[config.mk]
export PLATFORM = sky130hd
export DESIGN_NAME = id_stage
export DESIGN_NICKNAME = d
export VERILOG_FILES = /design/src/rtl/id_stage.sv
export SDC_FILE = /design/constraint.sdc
export NUM_CORES = 1
export LEC_CHECK = 0
export ABC_AREA = 1
export CORE_ASPECT_RATIO = 0.6
export CORE_MARGIN = 2
export CORE_UTILIZATION = 35
export CTS_CLUSTER_DIAMETER = 50
export CTS_CLUSTER_SIZE = 30
export DETAILED_ROUTE_END_ITERATION = 10
export PLACE_DENSITY = 0.75
export SYNTH_ARGS = -nofsm -noshare
export SYNTH_HDL_FRONTEND = slang
export SYNTH_SLANG_ARGS = --single-unit
[constraint.sdc]
create_clock -name clk_i -period 1.5 [get_ports clk_i]
set_input_delay 0.3 -clock clk_i [delete_from_list [all_inputs] [get_ports clk_i]]
set_output_delay 0.3 -clock clk_i [all_outputs]
set_load 0.01 [all_outputs]
[src/rtl/id_stage.sv]
// Instruction decode stage: decodes one RV32 instruction per handshake into a
// registered control bundle, with load-use interlock and a saturating stall counter.
module id_stage #(
    parameter int unsigned XLEN     = 32,
    parameter bit          M_EXT_EN = 1'b1,
    parameter int unsigned CNT_W    = 16
) (
    input  logic             clk_i,
    input  logic             rst_ni,
    input  logic             in_valid_i,
    output logic             in_ready_o,
    input  logic [31:0]      instr_i,
    input  logic [XLEN-1:0]  pc_i,
    input  logic             flush_i,
    input  logic             ex_load_i,
    input  logic [4:0]       ex_rd_i,
    output logic             out_valid_o,
    input  logic             out_ready_i,
    output logic             reg_write_o,
    output logic             mem_write_o,
    output logic             mem_read_o,
    output logic             branch_o,
    output logic             jump_o,
    output logic             illegal_o,
    output logic [1:0]       mem_to_reg_o,
    output logic [4:0]       rd_o,
    output logic [4:0]       rs1_o,
    output logic [4:0]       rs2_o,
    output logic [2:0]       funct3_o,
    output logic [XLEN-1:0]  pc_o,
    output logic [CNT_W-1:0] stall_cnt_o
);

    typedef enum logic [6:0] {
        OP_R      = 7'b0110011,
        OP_I      = 7'b0010011,
        OP_BRANCH = 7'b1100011,
        OP_STORE  = 7'b0100011,
        OP_LOAD   = 7'b0000011,
        OP_JALR   = 7'b1100111,
        OP_JAL    = 7'b1101111,
        OP_AUIPC  = 7'b0010111,
        OP_LUI    = 7'b0110111,
        OP_FENCE  = 7'b0001111,
        OP_SYSTEM = 7'b1110011
    } opcode_e;

    typedef enum logic [1:0] {
        WB_ALU  = 2'b00,
        WB_DMEM = 2'b01,
        WB_PC4  = 2'b10,
        WB_IMM  = 2'b11
    } wb_src_e;

    typedef struct packed {
        logic            reg_write;
        logic            mem_write;
        logic            mem_read;
        logic            branch;
        logic            jump;
        logic            illegal;
        logic [1:0]      mem_to_reg;
        logic [4:0]      rd;
        logic [4:0]      rs1;
        logic [4:0]      rs2;
        logic [2:0]      funct3;
        logic [XLEN-1:0] pc;
    } bundle_t;

    opcode_e    opcode;
    logic [6:0] funct7;
    logic       use_rs1;
    logic       use_rs2;
    logic       hazard;
    logic       accept;
    bundle_t    dec;

    logic             out_valid_q, out_valid_d;
    bundle_t          bundle_q, bundle_d;
    logic [CNT_W-1:0] stall_cnt_q, stall_cnt_d;

    assign opcode = opcode_e'(instr_i[6:0]);
    assign funct7 = instr_i[31:25];

    always_comb begin
        dec            = '0;
        dec.rd         = instr_i[11:7];
        dec.funct3     = instr_i[14:12];
        dec.rs1        = instr_i[19:15];
        dec.rs2        = instr_i[24:20];
        dec.pc         = pc_i;
        dec.mem_to_reg = WB_ALU;
        use_rs1        = 1'b0;
        use_rs2        = 1'b0;
        case (opcode)
            OP_R: begin
                use_rs1 = 1'b1;
                use_rs2 = 1'b1;
                if (!M_EXT_EN && funct7 == 7'b0000001) begin
                    dec.illegal = 1'b1;
                end else begin
                    dec.reg_write = 1'b1;
                end
            end
            OP_I: begin
                use_rs1       = 1'b1;
                dec.reg_write = 1'b1;
            end
            OP_BRANCH: begin
                use_rs1    = 1'b1;
                use_rs2    = 1'b1;
                dec.branch = 1'b1;
            end
            OP_STORE: begin
                use_rs1       = 1'b1;
                use_rs2       = 1'b1;
                dec.mem_write = 1'b1;
            end
            OP_LOAD: begin
                use_rs1        = 1'b1;
                dec.reg_write  = 1'b1;
                dec.mem_read   = 1'b1;
                dec.mem_to_reg = WB_DMEM;
            end
            OP_JALR, OP_JAL: begin
                use_rs1        = (opcode == OP_JALR);
                dec.reg_write  = 1'b1;
                dec.jump       = 1'b1;
                dec.mem_to_reg = WB_PC4;
            end
            OP_AUIPC: dec.reg_write = 1'b1;
            OP_LUI: begin
                dec.reg_write  = 1'b1;
                dec.mem_to_reg = WB_IMM;
            end
            OP_FENCE, OP_SYSTEM: ;
            default: dec.illegal = 1'b1;
        endcase
    end

    // Interlock against a load still in EX whose result this instruction reads.
    always_comb begin
        hazard = in_valid_i && ex_load_i && (ex_rd_i != '0) &&
                 ((use_rs1 && dec.rs1 == ex_rd_i) || (use_rs2 && dec.rs2 == ex_rd_i));
        in_ready_o = rst_ni && (!out_valid_q || out_ready_i) && !hazard && !flush_i;
        accept     = in_valid_i && in_ready_o;
    end

    always_comb begin
        out_valid_d = out_valid_q;
        bundle_d    = bundle_q;
        stall_cnt_d = stall_cnt_q;
        if (flush_i) begin
            out_valid_d = 1'b0;
        end else if (accept) begin
            out_valid_d = 1'b1;
            bundle_d    = dec;
        end else if (out_ready_i) begin
            out_valid_d = 1'b0;
        end
        if (hazard && !flush_i && stall_cnt_q != '1) begin
            stall_cnt_d = stall_cnt_q + CNT_W'(1);
        end
    end

    always_ff @(posedge clk_i or negedge rst_ni) begin
        if (!rst_ni) begin
            out_valid_q <= 1'b0;
            bundle_q    <= '0;
            stall_cnt_q <= '0;
        end else begin
            out_valid_q <= out_valid_d;
            bundle_q    <= bundle_d;
            stall_cnt_q <= stall_cnt_d;
        end
    end

    assign out_valid_o  = out_valid_q;
    assign reg_write_o  = bundle_q.reg_write;
    assign mem_write_o  = bundle_q.mem_write;
    assign mem_read_o   = bundle_q.mem_read;
    assign branch_o     = bundle_q.branch;
    assign jump_o       = bundle_q.jump;
    assign illegal_o    = bundle_q.illegal;
    assign mem_to_reg_o = bundle_q.mem_to_reg;
    assign rd_o         = bundle_q.rd;
    assign rs1_o        = bundle_q.rs1;
    assign rs2_o        = bundle_q.rs2;
    assign funct3_o     = bundle_q.funct3;
    assign pc_o         = bundle_q.pc;
    assign stall_cnt_o  = stall_cnt_q;

endmodule

# Word-level counts from Yosys, hierarchy flattened
# Index checks and enable logic that the tools add are counted.
[word_totals]
regBits = 75
out_inout_bits = 76
word_cells = 66
[op_classes]
add_sub_neg = 1
eq_ne = 14
muxes = 12
bitwise_logic = 1
n_reduce_logical = 24
[op_table]
columns = ["operator", "n"]
rows = [
  ["$eq 7x7->1 const B", 4],
  ["$eq 7x6->1 const B", 3],
  ["$add 16x1->16 const B", 1],
  ["$ne 16x16->1 const B", 1],
  ["$eq 7x5->1 const B", 2],
  ["$logic_and 1x1->1", 11],
  ["$reduce_or 11->1", 1],
  ["$eq 5x5->1", 2],
  ["$mux 1", 10],
  ["$eq 7x2->1 const B", 1],
  ["$eq 7x4->1 const B", 1],
  ["$reduce_or 7->1", 1],
  ["$pmux 2 s3", 1],
  ["$reduce_bool 5->1", 1],
  ["$reduce_or 5->1", 1],
  ["$logic_not 1->1", 3],
  ["$reduce_bool 3->1", 1],
  ["$reduce_or 3->1", 1],
  ["$logic_or 1x1->1", 2],
  ["$pmux 1 s2", 1],
  ["$reduce_and 2->1", 1],
  ["$reduce_or 2->1", 1],
  ["$not 1->1", 1],
]

# Longest topological paths before layout
# Gate-level depths: netlist (run 1).
[depth]
ltp_word = 12
ltp_mapped = 13
mapped_depth_nobuf = 12

# Worst setup path after synthesis (run 1)
# Ideal clock, no wire load.
[synth_path]
kind = "register to register"
start = "register stall_cnt_q[0], in the netlist stall_cnt_o[0]"
end = "register stall_cnt_q[13], in the netlist stall_cnt_o[13]"
setup_time_ns = 0.065
arrival_time_ns = 1.620
required_ns = 1.435
path_slack_ns = -0.185
path_stages_with_launch = 9
synth_period_minus_slack_ns = 1.685
cell_sequence = "dfrtp_1 ha_1 nand3_1 nor3_1 nand4_1 nand4_1 buf_2 nand2_1 nand2_1"
[synth_between]
elab_chain_cells = 2
elab_cells_between_ends = 3
[synth_rtl]
columns = ["item", "line", "rtl"]
rows = [
  ["start: declaration", "80", "logic [CNT_W-1:0] stall_cnt_q, stall_cnt_d;"],
  ["start signal: assignment", "174", "stall_cnt_q <= stall_cnt_d;"],
  ["parallel branches: the longest is 2 deep, another holds $add 16x1->16", "--", ""],
]
# Several ways; the timed one is not identified.
# A chain may end at the register's enable or synchronous reset.

# Worst setup path in the final report (run 1)
[layout_path]
start = "input port instr_i[20]"
end = "register bundle_q, in the netlist pc_o[30]"
[layout_between]
elab_chain_cells = 9
[layout_rtl]
columns = ["item", "line", "rtl"]
rows = [
  ["start: declaration", "12", "input logic [31:0] instr_i,"],
  ["$eq 5x5->1", "144", "((use_rs1 && dec.rs1 == ex_rd_i) || (use_rs2 && dec.rs2 == ex_rd_i));"],
  ["$logic_and 1x1->1", "144", ""],
  ["$logic_or 1x1->1", "144", ""],
  ["$logic_and 1x1->1", "143", "hazard = in_valid_i && ex_load_i && (ex_rd_i != '0) &&"],
  ["$logic_not 1->1", "145", "in_ready_o = rst_ni && (!out_valid_q || out_ready_i) && !hazard && !flush_i;"],
  ["$logic_and 1x1->1 (2 in a row)", "145", ""],
  ["$logic_and 1x1->1", "146", "accept = in_valid_i && in_ready_o;"],
  ["$reduce_and 2->1 (no line)", "--", ""],
  ["end signal: assignment", "173", "bundle_q <= bundle_d;"],
  ["end: declaration", "79", "bundle_t bundle_q, bundle_d;"],
]
# Every way passes these cells.

==> impl_metrics.ini, run 1 <==
[status]
status = complete, but fails checks
violations = setup timing

[route]
firstDrtPassIters = 4
ant_nets = 0
via_per_inst = 5.07
drt_iter0_drc = 286
wl_per_cell_um = 16.2
via_count = 4266
drcViolationCount = 0
wl_um = 13600

[sta]
worstMarginPinSlew_ps = 651
clock_skew_ps = 4.25
setup_slack_ps = -29.0
setup_viol = 8
post-route-min-period_ps = 1530
fmax_ghz = 0.654
max_slew_margin = 0.566
totalNegativeSetupSlack_ps = -119
maxSlewViolCount = 0
holdWs_ps = 41.7
fin_crit_sh = 1.02
rsz0062_at_grt = true
final-hold-violation-count = 0

[global_routing]
grt_max_degree = 60
grt_pass1_wl_um = 21800
grt_pass1_vias = 4229
grtUsageTotal = 0.233
antenna_found_initial = 0
gr-total-overflow = 0

[clock_network]
path_clk_slew_ps = 60
cts_tree = yes
cts-root-buf = clkbuf_16
htree_levels = 3
cts_buffers = 9
clock_latency_ps = 330
cts_hold_buf = 0
clockBufferDepth = 2
cts.sinks = 75

[die]
die_h_um = 85.5
dieWidth_um = 140
rows = 29
die_area_um2 = 11900
start_util = 0.363
core_area_um2 = 10700
ioPinCount = 151

[finish]
n_antenna_cell = 0
syn2layout_area_growth_pct = 67.9
layoutNonFillerInstCount = 842
final_cell_mix = 177 x nand2_1, 75 x dlygate4sd2_1, 70 x nand4_1
fin_nets = 775
fillers = 948
final_common_cell = nand2_1
fin_area_um2 = 6500
drive_gt1_frac = 0.276

[worst_setup_path]
r2r_end = pc_o[30]
r2r_slack_ps = -20
required_ps = 1720
worstPathArrival_ps = 1750
reg2reg_depth = 10
worst-path-max-fanout = 5
crit_path_cell_trace = buf_2 > inv_1 > nand2_2 > nand2_1 > nor2_1 > and2_1 > nand2_2 > nand2_4 > buf_6 > nand2_8 > nand3_4 > buf_12 > clkbuf_16 > nand2_2 > nand2_1
critPathTopFamily = simple AND/OR/NAND/NOR gates
crit_type = in -> reg
cpMostUsedCell = nand2_2
cp_num_buf_inv = 5
max_stage_delay_ps = 210
cp-end-kind = flip-flop
cp-start-kind = input port
cp_slowest_cell = buf_12
worstReg2RegStart = out_valid_o

[synthesis]
ys_ff_latch = 75
syn_inst = 503
syn_nets = 579
yosysWarningCount = 0
synth.avg_cell_area_um2 = 7.70
ys_seq_area_frac = 0.485
synthDistinctLibCells = 25
syn_area_um2 = 3870

[placed_design]
dpl_cell_area_um2 = 5750
portBuffers = 143
place_inst = 802
gp_congestion = 0.919
hpwl_um = 8490

[power]
vdd.ir_drop.worst_uv = 586
p_leak_uw = 0.00353
power.density_nw_per_um2 = 883
fin_total_pwr_uw = 5740

[hold_path]
hp-class = in -> async

[run]
cap_violations = 0
[where the power goes]
part,switching (uW),internal [uW],total (uW)
combinational,669,661,1330
sequential,163,2280,2440
clock,824,1150,1970
[sequential cells by signal, indices dropped and copies added (netlist names)]
register	count
reg_write_o	1
mem_read_o	1
rs2_o	5
mem_to_reg_o	2
out_valid_o	1
stall_cnt_o	16
jump_o	1
rs1_o	5
mem_write_o	1
funct3_o	3
rd_o	5
illegal_o	1
branch_o	1
pc_o	32
[cell families (layout without fill, tap and decap cells)]
| group | after synthesis | in the layout | synth area share |
|---|---|---|---|
| adders and majority gates | 1 | 1 | 0.00323 |
| buffers and inverters | 63 | 263 | 0.0721 |
| AOI/OAI and AO/OA | 3 | 3 | 0.00452 |
| xor gates and xnor gates | 17 | 17 | 0.0385 |
| DFF | 75 | 75 | 0.485 |
| and+or+nand+nor | 344 | 344 | 0.397 |
[metal layers]
layer	track usage	up-vias	routed length (um)
li1	-	2040	-
met1	0.326	2024	6440
met2	0.357	184	5890
met3	0.0649	18	1110
met4	0.0618	0	186
met5	0	-	0
[final cells by class]
type                            count  area (um^2)  area share
Timing Repair Buffer              212         2030       0.312
Multi-Input combinational cell    365         2000       0.308
Sequential cell                    75         1890       0.290
Clock buffer                       10          239      0.0368
Tap cell                          139          174      0.0268
Inverter                           36          140      0.0216
Clock inverter                      5         30.0     0.00462
[what timing repair did]
| action | in CTS | in global routing |
|---|---|---|
| buffers inserted | 17 | 3 |
| gates resized for setup | 205 | 74 |
| setup endpoints to repair | 151 | 77 |
| pin swaps | 24 | 16 |
| gates cloned | 8 | 2 |
[synthesized netlist by cell type, drive strengths merged]
cell / instances / area, um^2
nand3b: 1 / 7.51
a21boi: 1 / 7.51
and2: 1 / 6.26
nand4: 70 / 438
ha: 1 / 12.5
dfrtp: 75 / 1880
inv: 36 / 135
nand3: 19 / 108
nor2: 26 / 105
o21ai: 1 / 5.00
nor4: 1 / 6.26
clkbuf: 11 / 41.3
buf: 16 / 103
xnor2: 8 / 70.1
a21oi: 1 / 5.00
nand2: 220 / 836
nor3: 6 / 30.0
xor2: 9 / 78.8
[metrics by stage]
stage,worst slack (ps),util
after floorplan,-0.0220,-
after global placement,-896,0.539
after detailed placement,-961,0.539
after CTS,-55.2,0.593
after global routing,-132,0.609
final,-29.0,0.609
[how the worst max path moves through the flow]
stage                     slack (ps)              end  depth (start not counted)      startpoint
after floorplan                -0.02  mem_to_reg_o[0]                         12      instr_i[3]
after global placement          -900       in_ready_o                         10      instr_i[4]
after detailed placement        -960       in_ready_o                         10      instr_i[4]
after CTS                        -60       in_ready_o                          5     out_valid_o
after global routing            -130  stall_cnt_o[10]                          8  stall_cnt_o[1]
final                            -30         pc_o[30]                         15     instr_i[20]
No activity file was read; power rests on OpenSTA's default activity.
==> inputs of run 2 (changes only) <==
Settings changed: CORE_UTILIZATION 35 to 40, PLACE_DENSITY 0.75 to 0.83.
==> impl_metrics.ini, run 2 (synthesis gave the netlist of run 1 again) <==
[sta]
final-hold-violation-count = 0
fmax_ghz = 0.648
post-route-min-period_ps = 1540
maxSlewViolCount = 0
setup_viol = 18
max_slew_margin = 0.362
totalNegativeSetupSlack_ps = -191
clock_skew_ps = 6.95
rsz0062_at_grt = true
setup_slack_ps = -43.1
worstMarginPinSlew_ps = 956
fin_crit_sh = 1.03

[finish]
fin_area_um2 = 6700
layoutNonFillerInstCount = 848
fin_nets = 789
largest_reg_flops = 32
seq_area_um2 = 1890
final_common_cell = nand2_1
final_cell_mix = 148 x nand2_1, 73 x dlygate4sd2_1, 70 x nand4_1
fillers = 706
multi_input_area_um2 = 2120
syn2layout_area_growth_pct = 73.1
drive_gt1_frac = 0.331

[placed_design]
place_inst = 787
portBuffers = 143
gp_congestion = 0.944
dpl_cell_area_um2 = 5700
hpwl_um = 8440
place_ws_ps = -945

[worst_setup_path]
crit_path_cell_trace = buf_4 > inv_2 > nand3_2 > inv_1 > nand2_2 > nand2_1 > nand3_2 > nand2_4 > a21boi_2 > buf_2
r2r_slack_ps = -10
cp_slowest_cell = buf_4
max_stage_delay_ps = 140
required_ps = 1200
cp-end-kind = primary output
crit_type = in -> out
startpoint = instr_i[4]
worstReg2RegStart = stall_cnt_o[0]
worst-path-max-fanout = 5
worstPathArrival_ps = 1240
cpMostUsedCell = nand3_2
reg2reg_depth = 9
cp-start-kind = input port

[route]
firstDrtPassIters = 5
drt_iter0_drc = 240
wl_um = 14400
via_per_inst = 5.19
ant_nets = 0
drcViolationCount = 0
via_count = 4405
wl_per_cell_um = 17.0

[die]
dieWidth_um = 131
start_util = 0.417
core_area_um2 = 9290
die_area_um2 = 10500
rows = 27
ioPinCount = 151
die_h_um = 80.2

[global_routing]
grt_pass1_wl_um = 21100
grtUsageTotal = 0.261
gr-total-overflow = 0
antenna_found_initial = 1
grt_pass1_vias = 4161
grt_max_degree = 76

[clock_network]
clock_latency_ps = 330
cts_buffers = 9
clockBufferDepth = 2
cts-root-buf = clkbuf_16
cts_tree = yes
cts.sinks = 75
htree_levels = 3
path_clk_slew_ps = 60

[status]
status = complete, but fails checks
violations = setup timing

[hold_path]
hp-class = in -> async

[power]
p_leak_uw = 0.00365
vdd.ir_drop.worst_uv = 497
power.density_nw_per_um2 = 924
fin_total_pwr_uw = 6190

[run]
cap_violations = 0
[run 2: layer usage]
metal | part of all wire | vias to the layer above | global-route usage
met1 | 0.42 | 2118 | 0.347
met3 | 0.095 | 21 | 0.0693
met5 | 0 | - | 0
met2 | 0.47 | 197 | 0.423
li1 | - | 2069 | -
met4 | 0.012 | 0 | 0.0691
[run 2: critical path, delay by kind of cell]
| family | cells | cell delay, ps |
|---|---|---|
| AO/OA/AOI/OAI | 1 | 50 |
| buffers and inverters | 4 | 450 |
| AND/OR/NAND/NOR | 5 | 430 |
[run 2: timing repair]
action,CTS,global route
hold buffers,0,0
setup endpoints to repair,151,77
cloned,4,5
pin swaps,12,27
gates resized for setup,167,143
buffers inserted,24,17
[run 2: cell type report]
type,instances,share of cell area
timing repair buffer,226,0.309
antenna,1,0.000373
multi-input combinational,365,0.317
tap,130,0.0243
clock buffer,10,0.0357
sequential,75,0.281
inverter,36,0.0205
clock inverter,5,0.0116
[run 2: power by group]
group | leakage [uW] | switching, uW | internal (uW)
combinational | 0.00254 | 703 | 704
clock | 0.000154 | 821 | 1490
sequential | 0.000959 | 199 | 2280
[run 2: stage by stage]
| step | utilization | hold WS [ps] |
|---|---|---|
| after floorplan | - | 4.41 |
| after global placement | 0.613 | 452 |
| after detailed placement | 0.613 | 460 |
| after CTS | 0.673 | 266 |
| after global routing | 0.721 | 261 |
| final | 0.721 | 220 |
[run 2: path summary, 6_finish.rpt]
check                                   to
max                             in_ready_o
min                               rs1_o[1]
max reg2reg                stall_cnt_o[15]
min reg2reg                         jump_o
max in group asynchronous  stall_cnt_o[10]
min in group clk_i                rs1_o[4]
